## config.mk

```make
export PLATFORM = sky130hd
export DESIGN_NAME = ctrl_pipe_n
export DESIGN_NICKNAME = d
export VERILOG_FILES = /design/src/rtl/ctrl_pipe_pkg.sv /design/src/rtl/ctrl_stage_reg.sv /design/src/rtl/ctrl_pipe_n.sv
export SDC_FILE = /design/constraint.sdc
export NUM_CORES = 1
export LEC_CHECK = 0
export ABC_AREA = 1
export BUFFER_PORTS_ARGS = -buffer_cell sky130_fd_sc_hd__buf_2
export CAP_MARGIN = 25
export CELL_PAD_IN_SITES_DETAIL_PLACEMENT = 1
export CELL_PAD_IN_SITES_GLOBAL_PLACEMENT = 1
export CORE_MARGIN = 10
export CORE_UTILIZATION = 41
export DETAILED_ROUTE_END_ITERATION = 16
export PLACE_DENSITY = 0.94
export SYNTH_ARGS = -nofsm -noshare
export SYNTH_HDL_FRONTEND = slang
export SYNTH_SLANG_ARGS = --single-unit
```

## constraint.sdc

```tcl
create_clock -name clk -period 3.15 [get_ports clk]
set_clock_uncertainty 0.05 [all_clocks]
set_input_delay 0.4725 -clock clk [delete_from_list [all_inputs] [get_ports clk]]
set_output_delay 0.4725 -clock clk [all_outputs]
set_load 0.02 [all_outputs]
```

## src/rtl/ctrl_pipe_pkg.sv

```systemverilog
// ---------------------------------------------------------------------------
// ctrl_pipe_pkg
//
// Shared definitions for the post-decode control pipeline.
//  - Default width of the control bundle carried by every stage.
//  - Bit positions of each named field inside that bundle.
//  - The per-stage update decision (bubble / hold / load) as an enum plus a
//    helper that resolves the flush > stall > upstream-held priority.
//
// Bundle layout (bit 12 is spare and travels through untouched):
//   [0]     Branch
//   [1]     Jump
//   [2]     RegWrite
//   [3]     MemWrite
//   [4]     ALUSrc
//   [6:5]   ResultSrc
//   [11:7]  ALUControl
// ---------------------------------------------------------------------------
package ctrl_pipe_pkg;

    localparam int CW_DEFAULT     = 13;

    localparam int BR_BIT_DEF     = 0;
    localparam int JMP_BIT_DEF    = 1;
    localparam int REGWRITE_BIT   = 2;
    localparam int MEMWRITE_BIT   = 3;
    localparam int ALUSRC_BIT     = 4;
    localparam int RESULTSRC_LSB  = 5;
    localparam int RESULTSRC_W    = 2;
    localparam int ALUCONTROL_LSB = 7;
    localparam int ALUCONTROL_W   = 5;

    // What a single stage register does on the next rising edge.
    typedef enum logic [1:0] {
        STAGE_HOLD   = 2'd0,
        STAGE_BUBBLE = 2'd1,
        STAGE_LOAD   = 2'd2
    } stage_op_e;

    // Flush beats a local hold, a local hold beats an upstream hold.  When the
    // upstream stage is holding, its contents stay put, so this stage must
    // take a bubble rather than a duplicate copy of the upstream instruction.
    function automatic stage_op_e stage_op(
        input logic flush,
        input logic hold,
        input logic up_held
    );
        stage_op_e op;
        if (flush) begin
            op = STAGE_BUBBLE;
        end else if (hold) begin
            op = STAGE_HOLD;
        end else if (up_held) begin
            op = STAGE_BUBBLE;
        end else begin
            op = STAGE_LOAD;
        end
        return op;
    endfunction

endpackage

```

## src/rtl/ctrl_stage_reg.sv

```systemverilog
// ---------------------------------------------------------------------------
// ctrl_stage_reg
//
// One stage of the control pipeline: a CW-bit control bundle plus a valid
// bit.  Each rising edge the stage bubbles, holds, or loads from upstream as
// selected by ctrl_pipe_pkg::stage_op.  Whatever is loaded with valid=0 is
// stored as an all-zero bundle so invalid slots never carry a live RegWrite
// or MemWrite.
//
// Ports
//   clk         rising-edge clock
//   reset       asynchronous, active-low reset (clears bundle and valid)
//   flush_i     insert a bubble this cycle (highest priority)
//   hold_i      keep the current contents
//   up_held_i   the upstream stage is holding this cycle
//   up_ctrl_i   upstream control bundle
//   up_valid_i  upstream valid bit
//   ctrl_o      registered control bundle
//   valid_o     registered valid bit
// ---------------------------------------------------------------------------
module ctrl_stage_reg
    import ctrl_pipe_pkg::*;
#(
    parameter int CW = CW_DEFAULT
) (
    input  logic          clk,
    input  logic          reset,
    input  logic          flush_i,
    input  logic          hold_i,
    input  logic          up_held_i,
    input  logic [CW-1:0] up_ctrl_i,
    input  logic          up_valid_i,
    output logic [CW-1:0] ctrl_o,
    output logic          valid_o
);

    stage_op_e     op;
    logic [CW-1:0] stage_ctrl_d;
    logic [CW-1:0] stage_ctrl_q;
    logic          stage_valid_d;
    logic          stage_valid_q;

    // Next-state selection.  The loaded bundle is gated by the loaded valid
    // so a stage that picks up an empty slot ends up all-zero.
    always_comb begin
        op            = stage_op(flush_i, hold_i, up_held_i);
        stage_ctrl_d  = stage_ctrl_q;
        stage_valid_d = stage_valid_q;
        case (op)
            STAGE_BUBBLE: begin
                stage_ctrl_d  = '0;
                stage_valid_d = 1'b0;
            end
            STAGE_LOAD: begin
                stage_valid_d = up_valid_i;
                stage_ctrl_d  = up_valid_i ? up_ctrl_i : '0;
            end
            default: begin
                stage_ctrl_d  = stage_ctrl_q;
                stage_valid_d = stage_valid_q;
            end
        endcase
    end

    always_ff @(posedge clk or negedge reset) begin
        if (!reset) begin
            stage_ctrl_q  <= '0;
            stage_valid_q <= 1'b0;
        end else begin
            stage_ctrl_q  <= stage_ctrl_d;
            stage_valid_q <= stage_valid_d;
        end
    end

    assign ctrl_o  = stage_ctrl_q;
    assign valid_o = stage_valid_q;

endmodule

```

## src/rtl/ctrl_pipe_n.sv

```systemverilog
// ---------------------------------------------------------------------------
// ctrl_pipe_n
//
// Post-decode control pipeline of STAGES stages (stage 0 = EX, stage
// STAGES-1 = WB).  Carries the decoded control bundle alongside the datapath,
// applies the hazard unit's per-stage stall/flush requests, resolves the
// branch/jump decision in EX, counts retired instructions and flags stall
// patterns that would silently drop an instruction.
//
// Ports
//   clk         rising-edge clock
//   reset       asynchronous, active-low reset
//   ctrl_d      decoded control bundle from ID
//   valid_d     ID holds a real instruction
//   stall_d     ID is holding this cycle
//   stall       per-stage hold request (bit i = stage i)
//   flush       per-stage bubble request (bit i = stage i)
//   zero_e      ALU Zero flag of EX
//   ctrl_q      registered bundles, stage i at [i*CW +: CW]
//   valid_q     registered valid bit per stage
//   pcsrc_e     branch/jump taken, combinational from EX
//   retire_cnt  free-running count of retired instructions (wraps)
//   stall_err   sticky: a stage held while its upstream moved on
// ---------------------------------------------------------------------------
module ctrl_pipe_n
    import ctrl_pipe_pkg::*;
#(
    parameter int STAGES  = 3,
    parameter int CW      = CW_DEFAULT,
    parameter int BR_BIT  = BR_BIT_DEF,
    parameter int JMP_BIT = JMP_BIT_DEF
) (
    input  logic                 clk,
    input  logic                 reset,
    input  logic [CW-1:0]        ctrl_d,
    input  logic                 valid_d,
    input  logic                 stall_d,
    input  logic [STAGES-1:0]    stall,
    input  logic [STAGES-1:0]    flush,
    input  logic                 zero_e,
    output logic [STAGES*CW-1:0] ctrl_q,
    output logic [STAGES-1:0]    valid_q,
    output logic                 pcsrc_e,
    output logic [31:0]          retire_cnt,
    output logic                 stall_err
);

    logic [STAGES-1:0][CW-1:0] stage_ctrl;
    logic [STAGES-1:0]         stage_valid;

    // up_held[i] is the hold request of whatever feeds stage i: ID for
    // stage 0, stage i-1 otherwise.
    logic [STAGES-1:0]         up_held;

    logic [31:0]               retire_cnt_d;
    logic [31:0]               retire_cnt_q;
    logic                      stall_err_d;
    logic                      stall_err_q;
    logic                      retire_fire;
    logic                      stall_bad;

    assign up_held = {stall[STAGES-2:0], stall_d};

    // One register per stage, chained so each stage loads from the one
    // before it; stage 0 loads straight from ID.
    for (genvar i = 0; i < STAGES; i++) begin : g_stage
        logic [CW-1:0] up_ctrl;
        logic          up_valid;

        if (i == 0) begin : g_first
            assign up_ctrl  = ctrl_d;
            assign up_valid = valid_d;
        end else begin : g_rest
            assign up_ctrl  = stage_ctrl[i-1];
            assign up_valid = stage_valid[i-1];
        end

        ctrl_stage_reg #(
            .CW (CW)
        ) u_stage (
            .clk        (clk),
            .reset      (reset),
            .flush_i    (flush[i]),
            .hold_i     (stall[i]),
            .up_held_i  (up_held[i]),
            .up_ctrl_i  (up_ctrl),
            .up_valid_i (up_valid),
            .ctrl_o     (stage_ctrl[i]),
            .valid_o    (stage_valid[i])
        );
    end

    assign ctrl_q  = stage_ctrl;
    assign valid_q = stage_valid;

    // Branch needs Zero from the ALU in the same cycle; Jump is unconditional.
    assign pcsrc_e = stage_valid[0]
                   & ((stage_ctrl[0][BR_BIT] & zero_e) | stage_ctrl[0][JMP_BIT]);

    // An instruction retires on the edge it leaves WB, so a held WB entry is
    // only counted once, when its hold drops.  The 32-bit add wraps freely.
    // A stage holding while its feeder keeps moving would overwrite nothing
    // but lose the feeder's instruction, hence the sticky error.
    always_comb begin
        retire_fire  = stage_valid[STAGES-1] & ~stall[STAGES-1];
        stall_bad    = |(stall & ~up_held);
        retire_cnt_d = retire_cnt_q;
        if (retire_fire) begin
            retire_cnt_d = retire_cnt_q + 32'd1;
        end
        stall_err_d  = stall_err_q | stall_bad;
    end

    always_ff @(posedge clk or negedge reset) begin
        if (!reset) begin
            retire_cnt_q <= '0;
            stall_err_q  <= 1'b0;
        end else begin
            retire_cnt_q <= retire_cnt_d;
            stall_err_q  <= stall_err_d;
        end
    end

    assign retire_cnt = retire_cnt_q;
    assign stall_err  = stall_err_q;

endmodule

```

==> reports/summary.json, run 1 <==
{
  "crit_path_end": {"value": "g_stage[2].u_stage.ctrl_o[12]"},
  "netlist_top_cells_area": {"value": "sky130_fd_sc_hd__dfrtp_1 54%, sky130_fd_sc_hd__nand2_1 9.9%, sky130_fd_sc_hd__inv_1 7.1%, sky130_fd_sc_hd__o22ai_1 4.4%, sky130_fd_sc_hd__nand3_1 3.2%"},
  "synth_nets": {"value": 422},
  "antennaDiodeCount": {"value": 0},
  "list_of_cells_traversed_by_the_critical_path": {"value": "buf_2, inv_2, a21oi_1, ha_1, inv_1, nand3_1, o21ai_0"},
  "critical_path.max_stage_delay": {"value": 0.47, "unit": "ns"},
  "grt_pass1_vias": {"value": 3472},
  "final.min_clock_period": {"value": 1.81, "unit": "ns"},
  "postCtsSetupRepairBufs": {"value": 0},
  "holdBufCountCts": {"value": 0},
  "gr-usage-all-layers": {"value": 0.167},
  "firstDrtPassIters": {"value": 4},
  "n_fill_cell": {"value": 1022},
  "clk_pin_slew": {"value": 0.09, "unit": "ns"},
  "run_status": {"value": "finished clean"},
  "worst_setup_path_start_kind": {"value": "input pin"},
  "post_synth_instance_area": {"value": 0.00345, "unit": "sq mm"},
  "r2r-end": {"value": "retire_cnt[20]"},
  "synth_flop_cell": {"value": "sky130_fd_sc_hd__dfrtp_1"},
  "fin_crit_sh": {"value": 0.576},
  "clock_insertion_delay_worst_skew": {"value": 0.35, "unit": "ns"},
  "fin_setup_tns": {"value": 0, "unit": "ns"},
  "drcViolationCount": {"value": 0},
  "synth_top_family_by_area": {"value": "simple AND/OR/NAND/NOR gates"},
  "cts-root-to-sink-buffers": {"value": 2},
  "critical_path_buf_inv_count": {"value": 3},
  "yosysMostFrequentCell": {"value": "sky130_fd_sc_hd__nand2_1"},
  "hpwl": {"value": 8010, "unit": "um"},
  "cp.depth": {"value": 7},
  "drt_iter0_drc": {"value": 58},
  "critical_path_class": {"value": "input pin to flip-flop"},
  "setup-violations-final": {"value": 0},
  "synth-compound-area-share": {"value": 0.0776},
  "post_synth_adder_cell_area": {"value": 0.00725},
  "dieWidth": {"value": 112, "unit": "um"},
  "timing.critical_path.to_type": {"value": "flip-flop"},
  "timing_max_transition_violations_final": {"value": 0},
  "portBuffers": {"value": 99},
  "initial_utilization": {"value": 0.420},
  "worst-slew-pin-transition": {"value": 0.792, "unit": "ns"},
  "route.final.wire_length": {"value": 10300, "unit": "um"},
  "critical_path.max_fanout": {"value": 14},
  "htreeDepth": {"value": 3},
  "fp.dieH": {"value": 112, "unit": "um"},
  "post_route_cells_drive_above_1_share": {"value": 0.267},
  "timing.rr.start": {"value": "retire_cnt[1]"},
  "tritoncts.num_buffers": {"value": 9},
  "family_with_the_most_delay_on_the_worst_path": {"value": "adder cells"},
  "worst_path_max_delay_cell": {"value": "sky130_fd_sc_hd__ha_1"},
  "area_growth_syn_to_layout": {"value": 23.8, "unit": "%"},
  "synth_seq_area_share": {"value": 0.544},
  "number_of_different_library_cells_in_the_post_synthesis_netlist": {"value": 23},
  "number_of_vias_in_the_routed_layout": {"value": 3072},
  "grt-ovfl-total": {"value": 0},
  "syn-instance-count": {"value": 396},
  "post_synth_mux_area_share": {"value": 0},
  "synthXorXnorAreaFrac": {"value": 0.0508},
  "grt_pass1_wl": {"value": 17300, "unit": "um"},
  "p_leak": {"value": 2.26, "unit": "nW"},
  "rsz0062_at_grt": {"value": "false"},
  "synthArstFlopShare": {"value": 1.00},
  "netlist.area_leader.share": {"value": 0.544},
  "synth_top_area_cell": {"value": "sky130_fd_sc_hd__dfrtp_1"},
  "finalPower": {"value": 1.94, "unit": "mW"},
  "synth-edff-count": {"value": 0},
  "root_buf_cell": {"value": "sky130_fd_sc_hd__clkbuf_8"},
  "relSlewSlack": {"value": 0.472},
  "critPathLaunch": {"value": "stall[2]"},
  "detail_route.vias_per_cell": {"value": 5.06},
  "tritoncts": {"value": "done"},
  "grt_max_degree": {"value": 45},
  "num_rows": {"value": 33},
  "io_pins": {"value": 100},
  "synth_simple_gate_area_frac": {"value": 0.234},
  "die_area": {"value": 0.0125, "unit": "sq mm"},
  "hold_crit_class": {"value": "input pin to async pin"},
  "worst-r2r-setup-slack": {"value": 1.50, "unit": "ns"},
  "synth-warning-count": {"value": 0},
  "syn_area_per_cell": {"value": 8.71, "unit": "sq um"},
  "grt_antenna_before_repair": {"value": 0},
  "worst_ep_arrival_time": {"value": 2.01, "unit": "ns"},
  "powerDensity": {"value": 454, "unit": "mW/mm^2"},
  "max_cap_viol_count": {"value": 0},
  "synth.ff_latch_count": {"value": 75},
  "ant_nets": {"value": 0},
  "core-area": {"value": 0.00822, "unit": "sq mm"},
  "fmaxAchievable": {"value": 552, "unit": "MHz"},
  "vdd_ir_drop_max": {"value": 325, "unit": "uV"},
  "sinks_on_the_clock_net": {"value": 75},
  "cell_count_of_the_worst_reg_to_reg_path": {"value": 7},
  "gp_weighted_congestion": {"value": 0.836},
  "wire_per_inst": {"value": 16.9, "unit": "um"},
  "final_net_count": {"value": 523},
  "critPathRequiredTime": {"value": 3.35, "unit": "ns"},
  "finalHoldViolCount": {"value": 0},
  "cts_repair_resize_count": {"value": 0},
  "synth.cells.most_frequent": {"value": "91 x sky130_fd_sc_hd__nand2_1, 75 x sky130_fd_sc_hd__dfrtp_1, 65 x sky130_fd_sc_hd__inv_1, 25 x sky130_fd_sc_hd__nor2_1, 24 x sky130_fd_sc_hd__o22ai_1"}
}
-- metal layers --
metal | share of wire | global-route usage
met1 | 0.40 | 0.173
met2 | 0.50 | 0.289
met3 | 0.089 | 0.0768
met4 | 0.015 | 0.0608
met5 | 0 | 0
-- cells by family (layout without fill, tap and decap cells) --
kind of cell | after synthesis | after routing
AND/OR/NAND/NOR | 176 | 176
adder cells (fa/ha/maj) | 2 | 2
buffers and inverters | 77 | 183
flip-flops | 75 | 75
AO/OA/AOI/OAI | 46 | 46
XOR/XNOR | 20 | 20
-- area by class of cell --
type	instances	area, sq um	area share
Clock inverter	7	100	0.0234
Tap cell	105	131	0.0307
Sequential cell	75	1880	0.439
Clock buffer	9	124	0.0290
Inverter	67	251	0.0589
Timing Repair Buffer	100	515	0.121
Multi-Input combinational cell	244	1270	0.298
-- sequential cells by signal, summed over array words and instances, names as in the netlist --
signal                   cells
g_stage.u_stage.ctrl_o      39
retire_cnt                  32
g_stage.u_stage.valid_o      3
stall_err                    1
-- metrics by stage --
step	utilization	setup WS, ns	std cells	hold WS (ns)	area, sq um
2_1_floorplan	-	1.55	396	0.127	3450
3_3_place_gp	0.493	1.16	591	0.408	4050
3_5_place_dp	0.493	0.962	591	0.419	4050
4_1_cts	0.520	1.33	607	0.154	4270
5_1_grt	0.520	1.15	607	0.188	4270
6_report	0.520	1.34	607	0.145	4270
-- worst min-delay path by stage --
stage / start / endpoint / depth (start not counted)
6_report: reset / retire_cnt[9] / 1
5_1_grt: reset / retire_cnt[22] / 1
4_1_cts: reset / retire_cnt[10] / 1
3_5_place_dp: g_stage[2].u_stage.ctrl_o[4] / g_stage[2].u_stage.ctrl_o[4] / 2
3_3_place_gp: g_stage[2].u_stage.ctrl_o[11] / g_stage[2].u_stage.ctrl_o[11] / 2
2_1_floorplan: reset / g_stage[0].u_stage.ctrl_o[0] / 0
-- placed cells by master (no fill, tap or decap) --
cell                         count
sky130_fd_sc_hd__buf_2          99
sky130_fd_sc_hd__nand2_1        91
sky130_fd_sc_hd__dfrtp_1        75
sky130_fd_sc_hd__inv_1          65
sky130_fd_sc_hd__nor2_1         25
sky130_fd_sc_hd__o22ai_1        24
sky130_fd_sc_hd__nand3_1        22
sky130_fd_sc_hd__o21ai_0        18
sky130_fd_sc_hd__nand4_1        12
sky130_fd_sc_hd__xnor2_1        12
sky130_fd_sc_hd__clkbuf_8        9
sky130_fd_sc_hd__nor2_2          8
sky130_fd_sc_hd__xor2_1          8
sky130_fd_sc_hd__nor3_1          7
sky130_fd_sc_hd__nor2_4          3
sky130_fd_sc_hd__nand3b_1        3
sky130_fd_sc_hd__clkinvlp_4      3
sky130_fd_sc_hd__inv_2           2
sky130_fd_sc_hd__a21oi_1         2
sky130_fd_sc_hd__o32ai_1         2
sky130_fd_sc_hd__nand3_2         2
sky130_fd_sc_hd__nand2_2         2
sky130_fd_sc_hd__ha_1            2
sky130_fd_sc_hd__bufinv_16       2
sky130_fd_sc_hd__inv_6           2
sky130_fd_sc_hd__nand2_4         1
sky130_fd_sc_hd__buf_12          1
-- power breakdown --
| part | leakage [nW] | internal (mW) | switching (mW) |
|---|---|---|---|
| sequential | 1.02 | 0.971 | 0.00954 |
| combinational | 1.14 | 0.0326 | 0.0740 |
| clock | 0.102 | 0.452 | 0.399 |
-- worst register-to-register path, stage by stage, from the launching register on --
cell	delay [ns]
sky130_fd_sc_hd__dfrtp_1	0.43
sky130_fd_sc_hd__ha_1	0.22
sky130_fd_sc_hd__nand3_2	0.13
sky130_fd_sc_hd__nor2_2	0.14
sky130_fd_sc_hd__nand2_2	0.10
sky130_fd_sc_hd__nor2_4	0.22
sky130_fd_sc_hd__nand2_1	0.10
sky130_fd_sc_hd__xor2_1	0.15
(Power assumes the default switching activity.)
==> run 2: changes to the inputs <==
--- a/config.mk
+++ b/config.mk
@@ -5,15 +5,15 @@
 export SDC_FILE = /design/constraint.sdc
 export NUM_CORES = 1
 export LEC_CHECK = 0
-export ABC_AREA = 1
+export ABC_AREA = 0
 export BUFFER_PORTS_ARGS = -buffer_cell sky130_fd_sc_hd__buf_2
 export CAP_MARGIN = 25
 export CELL_PAD_IN_SITES_DETAIL_PLACEMENT = 1
 export CELL_PAD_IN_SITES_GLOBAL_PLACEMENT = 1
 export CORE_MARGIN = 10
-export CORE_UTILIZATION = 41
+export CORE_UTILIZATION = 35
 export DETAILED_ROUTE_END_ITERATION = 16
-export PLACE_DENSITY = 0.94
+export PLACE_DENSITY = 0.84
 export SYNTH_ARGS = -nofsm -noshare
 export SYNTH_HDL_FRONTEND = slang
 export SYNTH_SLANG_ARGS = --single-unit
==> constraint.sdc (replaced) <==
create_clock -name clk -period 1.48 [get_ports clk]
set_clock_uncertainty 0.05 [all_clocks]
set_input_delay 0.222 -clock clk [delete_from_list [all_inputs] [get_ports clk]]
set_output_delay 0.222 -clock clk [all_outputs]
set_load 0.02 [all_outputs]
==> reports/summary.json, run 2 <==
{
  "post_synth_instance_area": {"value": 0.00302, "unit": "sq mm", "change": "-12%"},
  "number_of_vias_in_the_routed_layout": {"value": 2541, "change": "-17%"},
  "grt_max_degree": {"value": 43, "change": "-4.4%"},
  "firstDrtPassIters": {"value": 4, "change": "unchanged"},
  "gp_weighted_congestion": {"value": 0.779, "change": "-6.8%"},
  "final_net_count": {"value": 423, "change": "-19%"},
  "ant_nets": {"value": 0, "change": "unchanged"},
  "grt-ovfl-total": {"value": 0, "change": "unchanged"},
  "cp.depth": {"value": 5, "change": "-2"},
  "tritoncts.num_buffers": {"value": 9, "change": "unchanged"},
  "drt_iter0_drc": {"value": 63, "change": "+8.6%"},
  "setup-violations-final": {"value": 25, "change": "+25"},
  "critical_path.max_fanout": {"value": 5, "change": "-9"},
  "cts-root-to-sink-buffers": {"value": 2, "change": "unchanged"},
  "cell_count_of_the_worst_reg_to_reg_path": {"value": 5, "change": "-2"},
  "worst_path_max_delay_cell": {"value": "sky130_fd_sc_hd__or4_4"},
  "critPathRequiredTime": {"value": 1.71, "unit": "ns", "change": "-1.64 ns"},
  "fin_setup_tns": {"value": -7.32, "unit": "ns", "change": "-7.32 ns"},
  "pre_cts_slack": {"value": -0.480, "unit": "ns", "change": "-1.44 ns"},
  "largest_register_ff_count": {"value": 39, "change": "unchanged"},
  "yosysMostFrequentCell": {"value": "sky130_fd_sc_hd__dfrtp_1"},
  "hpwl": {"value": 6930, "unit": "um", "change": "-13%"},
  "hold_crit_class": {"value": "input pin to flip-flop"},
  "final.min_clock_period": {"value": 1.96, "unit": "ns"},
  "powerDensity": {"value": 842, "unit": "mW/mm^2", "change": "+86%"},
  "clk_pin_slew": {"value": 0.09, "unit": "ns", "change": "about the same"},
  "die_area": {"value": 0.0128, "unit": "sq mm", "change": "+2.2%"},
  "worstHoldPathCells": {"value": 2},
  "finalHoldViolCount": {"value": 0, "change": "unchanged"},
  "number_of_different_library_cells_in_the_post_synthesis_netlist": {"value": 33, "change": "+43%"},
  "family_with_the_most_delay_on_the_worst_path": {"value": "simple AND/OR/NAND/NOR gates"},
  "portBuffers": {"value": 99, "change": "unchanged"},
  "dieWidth": {"value": 113, "unit": "um", "change": "+1.1%"},
  "violations_in_the_final_reports": {"value": "setup timing"},
  "run_status": {"value": "complete, but fails checks"},
  "timing.rr.start": {"value": "retire_cnt[0]"},
  "fin_crit_sh": {"value": 1.33},
  "start_point_of_the_worst_hold_path": {"value": "ctrl_d[8]"},
  "area_growth_syn_to_layout": {"value": 47.1, "unit": "%"},
  "critPathLaunch": {"value": "retire_cnt[0]"},
  "route.final.wire_length": {"value": 9360, "unit": "um", "change": "-8.7%"},
  "netlist.area_leader.share": {"value": 0.621, "change": "+0.0770"},
  "setup_ws": {"value": -0.485, "unit": "ns", "change": "-1.82 ns"},
  "num_rows": {"value": 33, "change": "unchanged"},
  "seqPwrFrac": {"value": 0.552, "change": "+0.046"},
  "synth_nets": {"value": 263, "change": "-38%"},
  "max_cap_viol_count": {"value": 0, "change": "unchanged"},
  "synth_seq_area_share": {"value": 0.621, "change": "+0.0770"},
  "p_leak": {"value": 2.45, "unit": "nW", "change": "+8.5%"},
  "wire_per_inst": {"value": 18.5, "unit": "um", "change": "+9.4%"},
  "switching_power_total": {"value": 985, "unit": "uW", "change": "+100%"},
  "layout.cells.most_common_list": {"value": "95 x sky130_fd_sc_hd__buf_2, 66 x sky130_fd_sc_hd__dfrtp_1, 53 x sky130_fd_sc_hd__buf_4"},
  "gr-usage-all-layers": {"value": 0.143, "change": "-0.0240"},
  "final_common_cell": {"value": "sky130_fd_sc_hd__buf_2"},
  "timing_max_transition_violations_final": {"value": 0, "change": "unchanged"},
  "worst_setup_path_start_kind": {"value": "flip-flop"},
  "synth-warning-count": {"value": 0, "change": "unchanged"},
  "grt_antenna_before_repair": {"value": 0, "change": "unchanged"},
  "worst-slew-pin-transition": {"value": 0.937, "unit": "ns", "change": "+0.145 ns"},
  "power.share.combinational": {"value": 0.049, "change": "-0.006"},
  "core-area": {"value": 0.00830, "unit": "sq mm", "change": "+1.0%"},
  "post_route_cells_drive_above_1_share": {"value": 0.530, "change": "+0.263"},
  "critical_path_buf_inv_count": {"value": 0, "change": "-3"},
  "synth.cells.most_frequent": {"value": "75 x sky130_fd_sc_hd__dfrtp_1, 39 x sky130_fd_sc_hd__a22o_1, 17 x sky130_fd_sc_hd__xor2_1, 16 x sky130_fd_sc_hd__nand2_1"},
  "syn_area_per_cell": {"value": 12.8, "unit": "sq um", "change": "+46%"},
  "synth.ff_latch_count": {"value": 75, "change": "unchanged"},
  "initial_utilization": {"value": 0.364, "change": "-0.0557"},
  "grt_pass1_wl": {"value": 14800, "unit": "um", "change": "-14%"},
  "fmaxAchievable": {"value": 509, "unit": "MHz"},
  "clock_insertion_delay_worst_skew": {"value": 0.36, "unit": "ns", "change": "about the same"},
  "tritoncts": {"value": "done"},
  "p_sw_frac": {"value": 0.263, "change": "+0.0140"},
  "grt_pass1_vias": {"value": 2970, "change": "-14%"},
  "detail_route.vias_per_cell": {"value": 5.01, "change": "-0.97%"},
  "pwr-share-clk": {"value": 0.399, "change": "-0.040"},
  "io_pins": {"value": 100, "change": "unchanged"},
  "worst_ep_arrival_time": {"value": 2.19, "unit": "ns", "change": "+0.18 ns"},
  "root_buf_cell": {"value": "sky130_fd_sc_hd__clkbuf_8"},
  "sinks_on_the_clock_net": {"value": 75, "change": "unchanged"},
  "syn-instance-count": {"value": 237, "change": "-40%"},
  "synthArstFlopShare": {"value": 1.00, "change": "unchanged"},
  "drcViolationCount": {"value": 0, "change": "unchanged"},
  "relSlewSlack": {"value": 0.374, "change": "-0.0978"},
  "htreeDepth": {"value": 3, "change": "unchanged"},
  "critical_path.max_stage_delay": {"value": 0.50, "unit": "ns", "change": "+0.03 ns"},
  "antennaDiodeCount": {"value": 0, "change": "unchanged"},
  "timing.critical_path.to_type": {"value": "flip-flop"},
  "vdd_ir_drop_max": {"value": 455, "unit": "uV", "change": "+40%"},
  "critical_path_class": {"value": "flip-flop to flip-flop"},
  "list_of_cells_traversed_by_the_critical_path": {"value": "nand3_2, or4_4, or4_4, nor2_2, xor2_1"},
  "design_internal_power": {"value": 2.76, "unit": "mW", "change": "+90%"},
  "netlist_top_cells_area": {"value": "sky130_fd_sc_hd__dfrtp_1 62%, sky130_fd_sc_hd__a22o_1 11%, sky130_fd_sc_hd__xor2_1 4.9%, sky130_fd_sc_hd__xnor2_1 4.1%, sky130_fd_sc_hd__nand2_1 2.0%"},
  "synth_top_area_cell": {"value": "sky130_fd_sc_hd__dfrtp_1"},
  "synth_flop_cell": {"value": "sky130_fd_sc_hd__dfrtp_1"},
  "rsz0062_at_grt": {"value": "true"},
  "cp_dominant_cell_by_count": {"value": "sky130_fd_sc_hd__or4_4"},
  "fp.dieH": {"value": 113, "unit": "um", "change": "+1.1%"},
  "synth-edff-count": {"value": 0, "change": "unchanged"}
}
==> run 2: cell types whose count changed in the layout (fill, tap and decap cells not counted), sizes merged, moves of 22 or more <==
cell	change
nand2	-78
inv	-62
buf	+56
a22o	+39
o22ai	-23
nor2	-22
==> run 2: what timing repair did <==
action / in CTS / in global routing
setup buffers: 7 / 6
endpoints found under the setup margin: 19 / 27
gates cloned: 0 / 0
gates resized for setup: 20 / 14
hold buffers: 2 / 0
pin swaps: 14 / 9
hold endpoints to repair: 41 / 0
==> run 2: metrics by stage <==
stage / area, sq um / util / power [mW] / cells / hold slack (ns)
floorplan: 3070 / - / 2.17 / 237 / -0.124
global placement: 4010 / 0.483 / 2.28 / 476 / 0.0701
detailed placement: 4010 / 0.483 / 2.29 / 476 / 0.0686
CTS: 4340 / 0.523 / 3.77 / 501 / 0.0123
global route: 4450 / 0.536 / 3.90 / 507 / 0.0211
finish: 4450 / 0.536 / 3.75 / 507 / 0.0169
==> run 2: worst register-to-register path, delay by kind of cell (launching register included) <==
kind	cells	cell delay [ns]
AND/OR/NAND/NOR	4	1.23
XOR/XNOR	1	0.19
flip-flops	1	0.42
==> run 2: worst paths after layout <==
kind	slack (ns)	endpoint
min in group asynchronous	0.23	retire_cnt[6]
worst max-delay path	-0.48	retire_cnt[27]
max in group asynchronous	0.64	retire_cnt[8]
worst min register to register	0.42	stall_err
worst min-delay path	0.02	g_stage[0].u_stage.ctrl_o[8]
worst max register to register	-0.48	retire_cnt[27]
==> run 2: final cells by class <==
cell class | instances | area [sq um]
fillers | 883 | 3850
flip-flops and latches | 75 | 1890
multi-input cells | 150 | 1240
repair buffers | 158 | 992
well taps | 105 | 131
clock buffers | 9 | 124
clock inverters | 7 | 58.8
inverters | 3 | 11.3
==> run 2: power by group through the flow <==
stage / Clock, mW / Combinational (mW) / Sequential [mW]
4_1_cts: 1.52 / 0.185 / 2.07
2_1_floorplan: 0 / 0.0476 / 2.12
3_5_place_dp: 0 / 0.180 / 2.11
3_3_place_gp: 0 / 0.173 / 2.11
5_1_grt: 1.62 / 0.205 / 2.07
6_report: 1.50 / 0.182 / 2.07
==> run 2: metal layers <==
metal | global-route usage | vias up | wire length, um
li1 | - | 1181 | -
met1 | 0.145 | 1265 | 3590
met2 | 0.252 | 82 | 4780
met3 | 0.0644 | 13 | 822
met4 | 0.0533 | 0 | 174
met5 | 0 | - | 0
==> run 2: logic make-up after synthesis <==
family                   after synthesis  synth area share
adder cells (fa/ha/maj)                2           0.00828
XOR/XNOR                              31            0.0898
AO/OA/AOI/OAI                         46             0.128
flip-flops                            75             0.621
buffers and inverters                 12            0.0186
AND/OR/NAND/NOR                       71             0.135
